## config.mk

```make
export PLATFORM = sky130hd
export DESIGN_NAME = chroma_modulator
export DESIGN_NICKNAME = d
export VERILOG_FILES = /design/src/rtl/chroma_pkg.sv /design/src/rtl/chroma_line_fsm.sv /design/src/rtl/chroma_modulator.sv
export SDC_FILE = /design/constraint.sdc
export NUM_CORES = 1
export LEC_CHECK = 0
export BUFFER_PORTS_ARGS = -buffer_cell sky130_fd_sc_hd__buf_4
export CORE_MARGIN = 5
export CORE_UTILIZATION = 45
export CTS_BUF_LIST = sky130_fd_sc_hd__clkbuf_4 sky130_fd_sc_hd__clkbuf_8 sky130_fd_sc_hd__clkbuf_16
export DETAILED_ROUTE_END_ITERATION = 10
export HOLD_SLACK_MARGIN = 0.08
export PLACE_DENSITY = 0.66
export REMOVE_ABC_BUFFERS = 1
export SETUP_SLACK_MARGIN = 0.5
export SLEW_MARGIN = 10
export SYNTH_ARGS = -nofsm -noshare
export SYNTH_HDL_FRONTEND = slang
export SYNTH_SLANG_ARGS = --single-unit
```

## constraint.sdc

```tcl
create_clock -name clk -period 5.55 [get_ports clk]
set_input_delay 1.11 -clock clk [delete_from_list [all_inputs] [get_ports clk]]
set_output_delay 1.11 -clock clk [all_outputs]
set_load 0.1 [all_outputs]
```

## src/rtl/chroma_pkg.sv

```systemverilog
// Shared constants, line-state enum and saturation helper for the chroma modulator.
package chroma_pkg;

    localparam int unsigned CHROMA_W         = 8;
    localparam int unsigned CNT_W            = 6;

    localparam int unsigned BURST_DELAY_PAL  = 16;
    localparam int unsigned BURST_DELAY_NTSC = 9;
    localparam int unsigned BURST_TICKS_PAL  = 40;
    localparam int unsigned BURST_TICKS_NTSC = 36;
    localparam int unsigned BURST_AMP        = 20;
    localparam int unsigned BURST_AMP_PAL    = 14;

    localparam logic signed [CHROMA_W-1:0] CHROMA_MIN = 8'sh80;
    localparam logic signed [CHROMA_W-1:0] CHROMA_MAX = 8'sh7F;

    typedef enum logic [1:0] {
        ST_SYNC       = 2'd0,
        ST_WAIT_BURST = 2'd1,
        ST_BURST      = 2'd2,
        ST_ACTIVE     = 2'd3
    } line_state_e;

    // Two's-complement negation that maps -128 to +127 instead of wrapping.
    function automatic logic signed [CHROMA_W-1:0] neg_sat(input logic signed [CHROMA_W-1:0] x);
        if (x == CHROMA_MIN) begin
            return CHROMA_MAX;
        end
        return -x;
    endfunction

    // Last counter value spent in WAIT_BURST for the given line standard.
    function automatic logic [CNT_W-1:0] delay_last(input logic ntsc);
        return ntsc ? CNT_W'(BURST_DELAY_NTSC - 1) : CNT_W'(BURST_DELAY_PAL - 1);
    endfunction

    // Last counter value spent in BURST for the given line standard.
    function automatic logic [CNT_W-1:0] burst_last(input logic ntsc);
        return ntsc ? CNT_W'(BURST_TICKS_NTSC - 1) : CNT_W'(BURST_TICKS_PAL - 1);
    endfunction

endpackage

```

## src/rtl/chroma_line_fsm.sv

```systemverilog
// Per-line sequencer: hsync edge detection, burst timing, line standard and PAL V-switch.
module chroma_line_fsm
    import chroma_pkg::*;
(
    input  logic       clk,
    input  logic       rst_n,
    input  logic       tick,
    input  logic       mode,
    input  logic       hs_sync,
    output logic [1:0] state_nxt_c,
    output logic       line_mode,
    output logic       vswitch
);

    line_state_e      state;
    line_state_e      state_nxt;
    logic [CNT_W-1:0] cnt;
    logic [CNT_W-1:0] cnt_nxt;
    logic             hs_smp;
    logic             line_mode_nxt;
    logic             vswitch_nxt;
    logic             hs_fall_c;
    logic             hs_rise_c;

    // Edges of the synchronized hsync, evaluated only on ticks.
    assign hs_fall_c   = tick & hs_smp & ~hs_sync;
    assign hs_rise_c   = tick & ~hs_smp & hs_sync;
    assign state_nxt_c = state_nxt;

    // Next-state logic; hs_fall overrides any terminal count on the same tick.
    always_comb begin
        state_nxt     = state;
        cnt_nxt       = cnt;
        line_mode_nxt = line_mode;
        vswitch_nxt   = vswitch;
        if (hs_fall_c) begin
            state_nxt     = ST_SYNC;
            cnt_nxt       = '0;
            line_mode_nxt = mode;
            vswitch_nxt   = mode ? 1'b0 : ~vswitch;
        end else if (tick) begin
            unique case (state)
                ST_SYNC: begin
                    if (hs_rise_c) begin
                        state_nxt = ST_WAIT_BURST;
                        cnt_nxt   = '0;
                    end
                end
                ST_WAIT_BURST: begin
                    if (cnt == delay_last(line_mode)) begin
                        state_nxt = ST_BURST;
                        cnt_nxt   = '0;
                    end else begin
                        cnt_nxt = cnt + CNT_W'(1);
                    end
                end
                ST_BURST: begin
                    if (cnt == burst_last(line_mode)) begin
                        state_nxt = ST_ACTIVE;
                        cnt_nxt   = '0;
                    end else begin
                        cnt_nxt = cnt + CNT_W'(1);
                    end
                end
                ST_ACTIVE: begin
                    state_nxt = ST_ACTIVE;
                end
                default: begin
                    state_nxt = ST_SYNC;
                end
            endcase
        end
    end

    // State, counter, line standard and V-switch registers.
    always_ff @(posedge clk or negedge rst_n) begin
        if (!rst_n) begin
            state     <= ST_SYNC;
            cnt       <= '0;
            line_mode <= 1'b0;
            vswitch   <= 1'b0;
            hs_smp    <= 1'b1;
        end else begin
            state     <= state_nxt;
            cnt       <= cnt_nxt;
            line_mode <= line_mode_nxt;
            vswitch   <= vswitch_nxt;
            if (tick) begin
                hs_smp <= hs_sync;
            end
        end
    end

endmodule

```

## src/rtl/chroma_modulator.sv

```systemverilog
// Quadrature chroma modulator: subcarrier tick, phase counter, sync inputs and output mux.
module chroma_modulator
    import chroma_pkg::*;
(
    input  logic       clk,
    input  logic       rst_n,
    input  logic       clkcolor4x,
    input  logic       mode,
    input  logic       hsync_n,
    input  logic       blank_n,
    input  logic [7:0] u_in,
    input  logic [7:0] v_in,
    output logic [7:0] chroma,
    output logic       burst_on,
    output logic       vswitch
);

    localparam logic signed [CHROMA_W-1:0] AMP_NTSC = CHROMA_W'(BURST_AMP);
    localparam logic signed [CHROMA_W-1:0] AMP_PAL  = CHROMA_W'(BURST_AMP_PAL);

    logic                       cc_dly;
    logic                       tick_c;
    logic                       hs_s1;
    logic                       hs_s2;
    logic                       bl_s1;
    logic                       bl_s2;
    logic [1:0]                 phase;
    logic [1:0]                 st_nxt_raw;
    line_state_e                st_nxt;
    logic                       line_mode;
    logic                       out_en;
    logic signed [CHROMA_W-1:0] u_sel;
    logic signed [CHROMA_W-1:0] v_sel;
    logic signed [CHROMA_W-1:0] chroma_d;

    assign tick_c = clkcolor4x & ~cc_dly;
    assign st_nxt = line_state_e'(st_nxt_raw);

    // Subcarrier delay for tick detection plus 2-flop synchronizers for hsync/blank.
    always_ff @(posedge clk or negedge rst_n) begin
        if (!rst_n) begin
            cc_dly <= 1'b0;
            hs_s1  <= 1'b1;
            hs_s2  <= 1'b1;
            bl_s1  <= 1'b1;
            bl_s2  <= 1'b1;
        end else begin
            cc_dly <= clkcolor4x;
            hs_s1  <= hsync_n;
            hs_s2  <= hs_s1;
            bl_s1  <= blank_n;
            bl_s2  <= bl_s1;
        end
    end

    chroma_line_fsm u_line_fsm (
        .clk         (clk),
        .rst_n       (rst_n),
        .tick        (tick_c),
        .mode        (mode),
        .hs_sync     (hs_s2),
        .state_nxt_c (st_nxt_raw),
        .line_mode   (line_mode),
        .vswitch     (vswitch)
    );

    // Pick (U,V) for the state being entered and rotate through the quadrature phases.
    always_comb begin
        out_en   = 1'b0;
        u_sel    = '0;
        v_sel    = '0;
        chroma_d = '0;
        unique case (st_nxt)
            ST_BURST: begin
                out_en = 1'b1;
                if (line_mode) begin
                    u_sel = neg_sat(AMP_NTSC);
                    v_sel = '0;
                end else begin
                    u_sel = neg_sat(AMP_PAL);
                    v_sel = vswitch ? neg_sat(AMP_PAL) : AMP_PAL;
                end
            end
            ST_ACTIVE: begin
                out_en = bl_s2;
                u_sel  = u_in;
                v_sel  = (vswitch & ~line_mode) ? neg_sat(v_in) : v_in;
            end
            default: begin
                out_en = 1'b0;
            end
        endcase
        unique case (phase)
            2'd0:    chroma_d = u_sel;
            2'd1:    chroma_d = v_sel;
            2'd2:    chroma_d = neg_sat(u_sel);
            default: chroma_d = neg_sat(v_sel);
        endcase
        if (!out_en) begin
            chroma_d = '0;
        end
    end

    // Phase counter and output registers advance together on each tick.
    always_ff @(posedge clk or negedge rst_n) begin
        if (!rst_n) begin
            phase    <= 2'd0;
            chroma   <= '0;
            burst_on <= 1'b0;
        end else if (tick_c) begin
            phase    <= phase + 2'd1;
            chroma   <= chroma_d;
            burst_on <= (st_nxt == ST_BURST);
        end
    end

endmodule

```

# --- Word level (Yosys, flattened, before mapping) ---
# Index checks and enable logic that the tools add are counted.
word_totals:
  regBits: 27
  inputBits: 22
  out_inout_bits: 10
  word_cells: 84
op_classes:
  add_sub_neg: 5
  n_eq_ne: 13
  mux: 36
  bitwise_logic: 11
  reduce_logical: 6
ops:
  columns: ["operator", "count"]
  rows:
  - ["two-way mux 8 bit", 10]
  - ["case mux 8 bit (2 select lines)", 2]
  - ["two-way mux 6 bit", 5]
  - ["== test 8 bit, second input constant", 3]
  - ["negator 8 bit", 3]
  - ["case mux 8 bit (3 select lines)", 1]
  - ["case mux 6 bit (3 select lines)", 1]
  - ["== test 6 bit", 2]
  - ["== test 2 bit, second input constant", 5]
  - ["two-way mux 2 bit", 5]
  - ["case mux 2 bit (4 select lines)", 1]
  - ["two-way mux 1 bit", 7]
  - ["adder 6 x 1 -> 6 bit, second input constant", 1]
  - ["AND 1 bit", 6]
  - ["two-way mux 3 bit", 2]
  - ["two-way mux 5 bit", 1]
  - ["inverter 1 bit", 5]
  - ["== test 2 x 1 -> 1 bit, second input constant", 2]
  - ["logical NOT 2 bit", 2]
  - ["nonzero test 4 bit", 1]
  - ["!= test 3 x 1 -> 1 bit, second input constant", 1]
  - ["AND reduction 3 bit", 1]
  - ["OR reduction 3 bit", 1]
  - ["adder 2 x 1 -> 2 bit, second input constant", 1]
  - ["other kinds (2)", 2]

# --- Depth between registers and ports, before layout ---
logic_depth:
  word_depth: 19
  depth_mapped: 17
  mapped_depth_nobuf: 17

# --- By module ---
# Synthesis repeated with hierarchy kept, for this count alone.
hier_totals:
  cells_unflattened: 285
  hier_area_um2: 2469.9
by_module_without_submodules:
  columns: ["module", "instances", "cells_per_inst", "area_each_um2", "seq_area_each_um2"]
  rows:
  - ["chroma_modulator", 1, 208, 1716.6, 405.4]
  - ["chroma_line_fsm", 1, 77, 753.2, 276.5]

# --- Worst setup path before layout ---
# OpenSTA, ideal clock, no wires.
synth_path:
  kind: "input to register"
  startpoint: "input port clkcolor4x"
  endpoint: "register chroma[2]"
  setup_ns: 0.145
  arrival_ns: 3.993
  t_required_ns: 5.405
  slack_ns: 1.412
  path_stages: 17
  path_buffers: 3
  cell_sequence: "nor2b_1 -> clkbuf_1 -> o311ai_0 -> o22a_4 -> and2_0 -> buf_6 -> buf_2 -> a21o_1 -> ha_1 -> nor4b_1 -> nand2_1 -> a31o_2 -> o21ai_1 -> a31o_2 -> a221o_1 -> a21oi_1 -> o31ai_1"
synth_via:
  elab_chain_len: 15
  word_cells_on_any_way: 26
  classes_between: "add/sub: 2; eq/ne: 4; mux: 15; bitwise: 5"
synth_rtl:
  columns: ["element", "line_no", "rtl"]
  rows:
  - ["start: declaration", "chroma_modulator.sv:7", "input logic clkcolor4x,"]
  - ["AND 1 bit *", "chroma_modulator.sv:36", "assign tick_c = clkcolor4x & ~cc_dly;"]
  - ["parallel branches: the longest is 14 deep, another holds negator 8 bit", null, null]
  - ["end signal: assignment", "chroma_modulator.sv:112", "chroma <= chroma_d;"]
  - ["end: declaration", "chroma_modulator.sv:13", "output logic [7:0] chroma,"]
# Every way passes the cells marked *. The select of a mux whose other input is x is not followed.
# A chain may end at the register's enable or synchronous reset.

# --- Worst setup path in the final report ---
layout_path:
  startpoint: "register u_line_fsm.state[0]"
  endpoint: "register chroma[2]"
layout_via:
  elab_chain_len: 12
  word_cells_on_any_way: 27
  classes_between: "add/sub: 2; eq/ne: 7; mux: 17; reduce/logical: 1"
layout_rtl:
  columns: ["element", "line_no", "rtl"]
  rows:
  - ["start: declaration", "chroma_line_fsm.sv:15", "line_state_e state;"]
  - ["start signal: assignment", "chroma_line_fsm.sv:84", "state <= state_nxt;"]
  - ["== test 2 bit, or another cell as far along", "chroma_line_fsm.sv:42", "unique case (state)"]
  - ["case mux 2 bit (4 select lines)", "chroma_line_fsm.sv:42", null]
  - ["two-way mux 2 bit *", "chroma_line_fsm.sv:41", "end else if (tick) begin"]
  - ["two-way mux 2 bit *", "chroma_line_fsm.sv:36", "if (hs_fall_c) begin"]
  - ["parallel branches: the longest is 7 deep, another holds negator 8 bit", null, null]
  - ["two-way mux 8 bit *", "chroma_modulator.sv:99", "if (!out_en) begin"]
# Marks and branches as above.

==> reports/metrics.yaml <==
status:
  status: "completed"
layout:
  area_growth_pct: 13.5
  layout_common_cells: "buf_4, nand2_1, a21oi_1"
  fin_area_um2: 2970
  post-route-util_pct: 53.3
  final_common_cell: "buf_4"
  layout.nets: 382
  antenna_cells: 0
  drive_gt1_share_pct: 20.5
drt:
  vias: 2622
  wl_met3_um: 449
  ant_nets: 0
  wl_per_cell_um: 17.9
  wl_mm: 7.51
  wirelength_met1_mm: 3.37
  drtIter0Drc: 175
  met2WireLength_mm: 3.58
  vias_per_cell: 6.26
  drc: 0
  highest_layer: "met4"
  first_pass_iters: 5
run:
  maxCapViolCount: 0
floorplanning:
  die_w_um: 86.3
  die_area_um2: 7440
  die_y_um: 86.3
  initial_core_util_pct: 47.0
  core_area_um2: 5570
  io_pins: 32
  rows: 27
yosys:
  yosysWarningCount: 0
  syn_area_per_cell_um2: 8.15
  synth_sequential_area_ratio_pct: 26.1
  synth-edff-count: 0
  synth_top_cell_area_share_pct: 21.0
  syn-cell-area_um2: 2620
  synth_top_area_cell: "dfrtp_1"
  synth_area_leaders: "dfrtp_1, ha_1, dfstp_2"
  ys.flop_type: "dfrtp_1"
  ys_ff_latch: 27
  async_flop_share_pct: 100
  ys_types: 74
  netlist_instances: 321
sta:
  layout_setup_ws_ps: 964
  slew_violations: 0
  setup_viol: 0
  finalClockSkew_ps: 5.45
  max_slew_margin_pct: 56.2
  timing.final.crit_share_pct: 82.6
  rsz0062_at_grt: "no"
  max_freq_mhz: 218
  worst_slew_pin_slew_ps: 656
  finalSetupTns_ps: 0
  finalHoldViolCount: 0
  min_period_ps: 4590
cts:
  post_cts_buffers: 0
  insertion_delay_ps: 290
  cts_buffer_depth: 2
  cts_buffers: 3
  clkTransAtPathRegs_ps: 110
  root_buffer: "clkbuf_8"
  ctsHtreeMaxLevel: 1
  clock_sinks: 27
  cts_tree: "done"
  cts_hold_buf: 0
global_route:
  antenna_found_initial: 0
  grt_pass1_wl_mm: 12.3
  grt_max_degree: 28
  grt_overflow: 0
  grt_pass1_vias: 2516
  track_usage_pct: 20.3
critical_path:
  crit_required_ps: 5760
  crit_end: "chroma[2]$_DFFE_PN0N_"
  crit_path_end_kind: "register"
  r2r-start: "u_line_fsm.state[0]$_DFF_PN0_"
  worstRegToRegCells: 17
  crit_type: "reg2reg"
  cp.arrival_ps: 4800
  worstPathMaxFanout: 9
  worstSetupStartpoint: "u_line_fsm.state[0]$_DFF_PN0_"
  reg2reg_to: "chroma[2]$_DFFE_PN0N_"
  crit_path_start_kind: "register"
  reg2reg_slack_ps: 960
power:
  p_leak_nw: 1.19
  ir_drop_mv: 0.198
  total_power_mw: 1.35
  powerDensity_nw_per_um2: 454
placement:
  port_buffers: 31
  gp_congestion: 0.924
  dpl_worst_slack_ps: 763
  placed_area_um2: 2910
  dp_hpwl_mm: 5.67
hold_path:
  hold_path_class: "reg2reg"
## synth_stat cells, types with 2 or more instances
master,count
o21bai_1,5
a22oi_1,5
a31o_2,4
ha_1,12
a21oi_1,24
a311oi_1,2
mux2i_1,3
dfrtp_1,22
nor2_1,21
and3_1,6
nor3_1,8
a221oi_1,4
clkbuf_1,10
inv_1,15
buf_2,2
xnor2_1,7
nand2b_1,8
dfstp_2,5
or2_2,3
o311ai_0,4
a32o_1,2
a211o_1,2
o21ai_1,4
o31ai_1,8
a21o_1,5
or3b_1,2
o311ai_2,2
nor4b_1,3
a41oi_1,2
or3_1,3
o21ai_0,16
nand3_1,16
nor2_2,2
nor2b_1,4
a31oi_1,6
nand2_1,34
nor4_1,2
o22ai_1,2
## power breakdown
| group | total, mW | internal (mW) | switching [mW] |
|---|---|---|---|
| sequential | 0.280 | 0.239 | 0.0415 |
| clock | 0.128 | 0.0530 | 0.0745 |
| combinational | 0.941 | 0.317 | 0.625 |
| total | 1.35 | 0.609 | 0.741 |
## what timing repair did
action	in CTS	in global routing
hold endpoints to repair	0	0
gates resized for setup	0	2
endpoints found under the setup margin	0	1
## cell families after synthesis
logic type	synth area share, %
AO/OA/AOI/OAI	35.4
buffers and inverters	4.54
XOR/XNOR	2.68
flip-flops	26.1
multiplexers	1.58
AND/OR/NAND/NOR	24.0
adder cells (fa/ha/maj)	5.74
## registers in the layout, summed over array words and instances, names as in the netlist
| name | flops |
|---|---|
| u_line_fsm.cnt | 6 |
| u_line_fsm.state | 2 |
| hs_s1 | 1 |
| burst_on | 1 |
| u_line_fsm.hs_smp | 1 |
| bl_s2 | 1 |
| phase | 2 |
| hs_s2 | 1 |
| bl_s1 | 1 |
| u_line_fsm.vswitch | 1 |
| u_line_fsm.line_mode | 1 |
| chroma | 8 |
| cc_dly | 1 |
## per-stage QoR
step | hold slack (ps) | instances
finish | 362 | 419
global route | 368 | 419
CTS | 364 | 419
detailed placement | 347 | 415
global placement | 346 | 415
floorplan | 345 | 308
## worst min-delay path by stage
stage / start / end / slack [ps] / cells after the start
2_1_floorplan: bl_s1$_DFF_PN1_ / bl_s2$_DFF_PN1_ / 350 / 0
3_3_place_gp: bl_s1$_DFF_PN1_ / bl_s2$_DFF_PN1_ / 350 / 0
3_5_place_dp: bl_s1$_DFF_PN1_ / bl_s2$_DFF_PN1_ / 350 / 0
4_1_cts: bl_s1$_DFF_PN1_ / bl_s2$_DFF_PN1_ / 360 / 0
5_1_grt: bl_s1$_DFF_PN1_ / bl_s2$_DFF_PN1_ / 370 / 0
6_report: bl_s1$_DFF_PN1_ / bl_s2$_DFF_PN1_ / 360 / 0
## layout make-up
| cell class | count | area, um^2 |
|---|---|---|
| Multi-Input combinational cell | 265 | 1830 |
| Sequential cell | 27 | 682 |
| Inverter | 16 | 60.1 |
| Clock buffer | 3 | 41.3 |
| Tap cell | 72 | 90.1 |
| Clock inverter | 1 | 8.76 |
| Timing Repair Buffer | 35 | 263 |
| Fill cell | 555 | 2600 |
## metal layers
| metal | global-route usage, % | vias to the layer above |
|---|---|---|
| li1 | - | 1275 |
| met1 | 26.2 | 1229 |
| met4 | 4.67 | 0 |
| met2 | 35.3 | 104 |
| met5 | 0 | - |
| met3 | 3.33 | 14 |
## worst max-delay path, cell delays in order (launching register included)
cell	delay (ps)
dfrtp_1	500
inv_1	170
ha_1	300
nor4b_1	550
o311ai_2	280
a32oi_2	410
nor2_2	170
nand2_1	100
a21o_1	140
ha_1	290
nor4b_1	350
nand2_1	120
a31o_2	230
o21ai_2	280
a31o_2	240
a221o_1	130
a21oi_1	50
o31ai_1	190
(Power assumes the default switching activity.)
